File: src/rtl/gate_tester_pkg.sv
// Shared definitions for the gate tester host link: receiver FSM encoding,
// host command codes and the baud divider helper.
package gate_tester_pkg;

    // Receiver FSM states
    typedef enum logic [1:0] {
        ST_IDLE  = 2'd0,
        ST_START = 2'd1,
        ST_DATA  = 2'd2,
        ST_STOP  = 2'd3
    } rx_state_e;

    // Host command codes decoded by the sequencer from received bytes
    localparam logic [7:0] CMD_READ  = 8'h00;
    localparam logic [7:0] CMD_WRITE = 8'h01;

    // Clocks per oversample tick, integer floor
    function automatic int baud_div(input int clk_freq_hz, input int baud, input int oversample);
        return clk_freq_hz / (baud * oversample);
    endfunction

endpackage

File: src/rtl/uart_baud_tick.sv
// Free-running divider producing a one-clk tick enable every DIV clocks.
// A synchronous restart realigns the tick phase; shared with the transmitter.
module uart_baud_tick #(
    parameter int DIV = 10
) (
    input  logic clk,
    input  logic rst_n,
    input  logic restart,
    output logic tick
);

    localparam int CW = (DIV > 1) ? $clog2(DIV) : 1;
    localparam logic [CW-1:0] LAST = CW'(DIV - 1);

    logic [CW-1:0] cnt;

    // Count 0..DIV-1, wrapping; restart forces the phase back to zero
    always_ff @(posedge clk or negedge rst_n) begin
        if (!rst_n) begin
            cnt <= '0;
        end else if (restart || cnt == LAST) begin
            // NOTE: non-blocking assignment for all clocked state so every flop
            // samples pre-edge values, independent of statement order.
            cnt <= '0;
        end else begin
            cnt <= cnt + 1'b1;
        end
    end

    // Tick is held off during the restart cycle so the first tick is a full DIV later
    assign tick = (cnt == LAST) && !restart;

endmodule

File: src/rtl/uart_rx_byte.sv
// 8N1 UART receiver: 2-FF synchroniser, oversampled mid-bit sampling FSM,
// one-cycle rx_done / rx_frame_err strobes and a held rx_data register.
module uart_rx_byte
    import gate_tester_pkg::*;
#(
    parameter int CLK_FREQ_HZ = 100_000_000,
    parameter int BAUD        = 115_200,
    parameter int OVERSAMPLE  = 16
) (
    input  logic       clk,
    input  logic       rst_n,
    input  logic       rx,
    output logic [7:0] rx_data,
    output logic       rx_done,
    output logic       rx_frame_err,
    output logic       rx_busy
);

    localparam int DIV = baud_div(CLK_FREQ_HZ, BAUD, OVERSAMPLE);
    localparam int TW  = $clog2(OVERSAMPLE);
    localparam logic [TW-1:0] HALF_LAST = TW'(OVERSAMPLE / 2 - 1);
    localparam logic [TW-1:0] FULL_LAST = TW'(OVERSAMPLE - 1);

    if (DIV < 1) begin : g_div_check
        $error("uart_rx_byte: CLK_FREQ_HZ/(BAUD*OVERSAMPLE) must be >= 1");
    end
    if (OVERSAMPLE < 4 || (OVERSAMPLE % 2) != 0) begin : g_os_check
        $error("uart_rx_byte: OVERSAMPLE must be even and >= 4");
    end

    logic            rx_meta;
    logic            rx_sync;
    logic            rx_prev;
    rx_state_e       state;
    logic [TW-1:0]   tick_cnt;
    logic [2:0]      bit_cnt;
    logic [7:0]      shift_reg;
    logic            tick;
    logic            start_edge;

    // Two-flop synchroniser plus one delayed copy for falling-edge detection
    always_ff @(posedge clk or negedge rst_n) begin
        if (!rst_n) begin
            rx_meta <= 1'b1;
            rx_sync <= 1'b1;
            rx_prev <= 1'b1;
        end else begin
            rx_meta <= rx;
            rx_sync <= rx_meta;
            rx_prev <= rx_sync;
        end
    end

    // Only a genuine 1->0 transition arms the receiver; a stuck-low line cannot
    assign start_edge = (state == ST_IDLE) && rx_prev && !rx_sync;

    uart_baud_tick #(
        .DIV (DIV)
    ) u_baud_tick (
        .clk     (clk),
        .rst_n   (rst_n),
        .restart (start_edge),
        .tick    (tick)
    );

    // Frame FSM: mid-bit sampling of start, 8 data bits LSB first, and stop
    always_ff @(posedge clk or negedge rst_n) begin
        if (!rst_n) begin
            state        <= ST_IDLE;
            tick_cnt     <= '0;
            bit_cnt      <= '0;
            shift_reg    <= '0;
            rx_data      <= '0;
            rx_done      <= 1'b0;
            rx_frame_err <= 1'b0;
            rx_busy      <= 1'b0;
        end else begin
            rx_done      <= 1'b0;
            rx_frame_err <= 1'b0;
            case (state)
                ST_IDLE: begin
                    if (start_edge) begin
                        state    <= ST_START;
                        rx_busy  <= 1'b1;
                        tick_cnt <= '0;
                        bit_cnt  <= '0;
                    end
                end
                ST_START: begin
                    if (tick) begin
                        if (tick_cnt == HALF_LAST) begin
                            tick_cnt <= '0;
                            if (!rx_sync) begin
                                state <= ST_DATA;
                            end else begin
                                // Glitch shorter than half a bit: drop it silently
                                state   <= ST_IDLE;
                                rx_busy <= 1'b0;
                            end
                        end else begin
                            tick_cnt <= tick_cnt + 1'b1;
                        end
                    end
                end
                ST_DATA: begin
                    if (tick) begin
                        if (tick_cnt == FULL_LAST) begin
                            tick_cnt  <= '0;
                            shift_reg <= {rx_sync, shift_reg[7:1]};
                            bit_cnt   <= bit_cnt + 3'd1;
                            if (bit_cnt == 3'd7) begin
                                state <= ST_STOP;
                            end
                        end else begin
                            tick_cnt <= tick_cnt + 1'b1;
                        end
                    end
                end
                ST_STOP: begin
                    if (tick) begin
                        if (tick_cnt == FULL_LAST) begin
                            tick_cnt <= '0;
                            if (rx_sync) begin
                                rx_data <= shift_reg;
                                rx_done <= 1'b1;
                            end else begin
                                rx_frame_err <= 1'b1;
                            end
                            // Leave at stop mid-bit: half a bit of margin for the next start
                            state   <= ST_IDLE;
                            rx_busy <= 1'b0;
                        end else begin
                            tick_cnt <= tick_cnt + 1'b1;
                        end
                    end
                end
                default: begin
                    state   <= ST_IDLE;
                    rx_busy <= 1'b0;
                end
            endcase
        end
    end

endmodule

File: config.mk
export PLATFORM = sky130hd
export DESIGN_NAME = uart_rx_byte
export DESIGN_NICKNAME = d
export VERILOG_FILES = /design/src/rtl/gate_tester_pkg.sv /design/src/rtl/uart_baud_tick.sv /design/src/rtl/uart_rx_byte.sv
export SDC_FILE = /design/constraint.sdc
export NUM_CORES = 1
export LEC_CHECK = 0
export ABC_AREA = 1
export CAP_MARGIN = 10
export CORE_MARGIN = 10
export CORE_UTILIZATION = 57
export CTS_BUF_LIST = sky130_fd_sc_hd__clkbuf_16
export DETAILED_ROUTE_END_ITERATION = 10
export HOLD_SLACK_MARGIN = 0.03
export MAX_ROUTING_LAYER = met4
export PLACE_DENSITY_LB_ADDON = 0.08
export REMOVE_ABC_BUFFERS = 1
export SYNTH_ARGS = -nofsm -noshare
export SYNTH_HDL_FRONTEND = slang
export SYNTH_SLANG_ARGS = --single-unit
File: constraint.sdc
create_clock -name clk -period 2.2 [get_ports clk]
set_clock_uncertainty 0.1 [all_clocks]
set_input_delay 0.44 -clock clk [delete_from_list [all_inputs] [get_ports clk]]
set_output_delay 0.44 -clock clk [all_outputs]
set_load 0.005 [all_outputs]
==> summary.md <==
| Metric | Value |
|---|---|
| Outcome | finished, final reports clean |
| Setup ws final | 0.4143 ns |
| Complex-gate fraction of the synthesized area | 11.70% |
| DRT Pass-1 Iters | 4 |
| RSZ-0062 raised after global routing | no |
| Fin. max-slew vios | 0 |
| Worst-Skew Late Latency | 0.27 ns |
| Worst Tran Pin Value | 0.4463 ns |
| Largest net degree at the start of global routing | 38 |
| CTS buffer count | 5 |
| HP Class | reg -> reg |
| R2R setup slack | 0.41 ns |
| Reg2reg start | tick_cnt[0] |
| Routed WL | 3141 um |
| GRT overflow | 0 |
| Gr usage total | 11.73% |
| Period utilization | 81.17% |
| Critical path destination | rx_data[1] |
| Core box area | 0.003028 mm2 |
| Combinational family with the most area after synthesis | simple AND/OR/NAND/NOR gates |
| WP data required | 2.26 ns |
| DP HPWL | 2308 um |
| Global-route wire length before repair | 5713 um |
| Most frequent cells in the layout | nand2_1 (48), dfrtp_1 (34), inv_1 (21) |
| CTS root buf | clkbuf_16 |
| ANT nets after route | 0 |
| CP Launch Point | tick_cnt[0] |
| Worst setup SP type | flip-flop |
| Initial antenna violation count | 0 |
| Num rows | 20 |
| Critical Path Max Stage Delay | 0.41 ns |
| Placed insts | 248 |
| Fmax | 560.0 MHz |
| Fin nets | 219 |
| ANT cells | 0 |
| Seq/Total Area, Yosys | 51.74% |
| Fill cells | 218 |
| CP max FO | 16 |
| Final setup vio count | 0 |
| Post_cts resized | 0 |
| R2r endpoint | rx_data[1] |
| Power, Total | 0.002076 W |
| Die height | 76.15 um |
| Place WS | 0.4246 ns |
| Initial Util | 59.34% |
| Critical-path top delay cell | dfrtp_1 |
| DR iter-0 viols | 92 |
| Syn Area/Cell | 9.358 um2 |
| Mux share of post-synthesis cell area | 0% |
| DR WL/cell | 12.27 um |
| Pwr Density | 986.6 mW/mm2 |
| Synth Area in XOR/XNOR | 0.4875% |
| Clk sinks | 37 |
| Post-Synth Adder-Cell Area | 3.482% |
| CTS tree | yes |
| Min Hold Slack | 0.2529 ns |
| Crit-path cells | ha_1 > nand3_1 > nor3_2 > nand3_4 > nand2_1 > o21ai_2 |
| IO Pins | 14 |
| Yosys Warn Count | 0 |
| Max-Cap Viols | 0 |
| Number of port buffers | 13 |
| Max H-tree Level | 2 |
| Worst Setup End Kind | flip-flop |
| Min Clock Period, post-route | 1.786 ns |
| Die X | 76.15 um |
| Total negative slack | 0 ns |
| Die area | 0.005798 mm2 |
| Routability cong. | 0.9068 |
| Vias per cell | 5.016 |
| Leak | 0.9933 nW |
| Mapped Cells | 192 |
| Netlist Area Pre-Place | 0.001797 mm2 |
| Post-synthesis simple-gate area fraction | 25.91% |
| Clock buffer depth | 2 |
| Commonest non-fill, non-tap cell in the layout | nand2_1 |
| Layout area overhead | 17.13% |
| Flops & latches, synth | 37 |
| Post-route DRC | 0 |
| Vias | 1284 |
| # Post-CTS Setup Buffers | 0 |
| Final number of hold-violating endpoints | 0 |
| Crit Path Class | reg -> reg |
| Vias in the first global route | 1277 |
| Worst VDD drop | 0.5150 mV |
| Share of cells above drive strength 1 | 21.70% |
| Slew headroom | 70.25% |
| Unique masters post-synth | 24 |
| Clk slew on worst S/H paths | 0.05 ns |
| Fin cells | 256 |
| # hold bufs at CTS | 0 |
| Critical Path AT | 1.84 ns |
| Worst Reg2Reg Path Length in Cells | 6 |
==> per-stage QoR <==
stage / utilization, % / cell area [um2]
floorplan: - / 1774
global route: 69.50 / 2105
detailed placement: 64.96 / 1967
finish: 69.50 / 2105
global placement: 64.96 / 1967
CTS: 69.50 / 2105
==> synth_stat cells, drive strengths merged <==
| cell | n | area [um2] |
|---|---|---|
| dfrtp | 34 | 850.8 |
| nand3b | 3 | 35.03 |
| ha | 5 | 62.56 |
| nand2 | 51 | 198.9 |
| buf | 2 | 22.52 |
| a21oi | 6 | 30.03 |
| nor2 | 18 | 95.09 |
| inv | 26 | 97.60 |
| xor2 | 1 | 8.760 |
| dfstp | 3 | 78.83 |
| nand4 | 5 | 31.28 |
| nand3 | 11 | 85.08 |
| nor3 | 3 | 20.02 |
| o21ai | 24 | 180.2 |
==> worst max-delay path: cells and delay by family, from the launching register on <==
family,cells,cell delay (ns)
AOI/OAI and AO/OA,1,0.05
adders and majority gates,1,0.24
DFF,1,0.41
and+or+nand+nor,4,0.86
==> power breakdown <==
part           internal, W  switching, W  total [W]  leakage, nW
registers         0.000782      0.000128   0.000910        0.491
logic             0.000192      0.000327   0.000519        0.426
clock network     0.000408      0.000239   0.000648       0.0762
==> layout make-up <==
class | count | area, um2 | area share [%]
repair buffers | 14 | 137.6 | 6.540
multi-input cells | 127 | 747.0 | 35.49
clock inverters | 3 | 12.51 | 0.5945
clock buffers | 5 | 125.1 | 5.945
inverters | 26 | 97.59 | 4.637
well taps | 44 | 55.05 | 2.616
flip-flops and latches | 37 | 929.6 | 44.17
==> kinds of logic (layout without fill, tap and decap cells) <==
logic type	after synthesis	count (layout)
and+or+nand+nor	91	91
buffers and inverters	28	48
adders and majority gates	5	5
DFF	37	37
AOI/OAI and AO/OA	30	30
xor gates and xnor gates	1	1
==> per-layer routing <==
| metal | GRT usage (%) | up-vias | wire, um |
|---|---|---|---|
| met5 | - | - | 0 |
| met4 | 3.717 | 0 | 25 |
| met3 | 3.184 | 4 | 124 |
| met2 | 19.81 | 25 | 1571 |
| met1 | 13.19 | 597 | 1419 |
| li1 | - | 658 | - |
==> worst min path at each step <==
stage               slack (ns)  depth (start not counted)                         end  startpoint
floorplan                 0.04                          0  asynchronous set/reset pin       rst_n
global placement          0.25                          0                     rx_sync     rx_meta
detailed placement        0.25                          0                     rx_sync     rx_meta
CTS                       0.25                          0                     rx_sync     rx_meta
global route              0.25                          0                     rx_sync     rx_meta
finish                    0.25                          0                     rx_sync     rx_meta
Note: power is estimated with default switching activity, not from simulation.
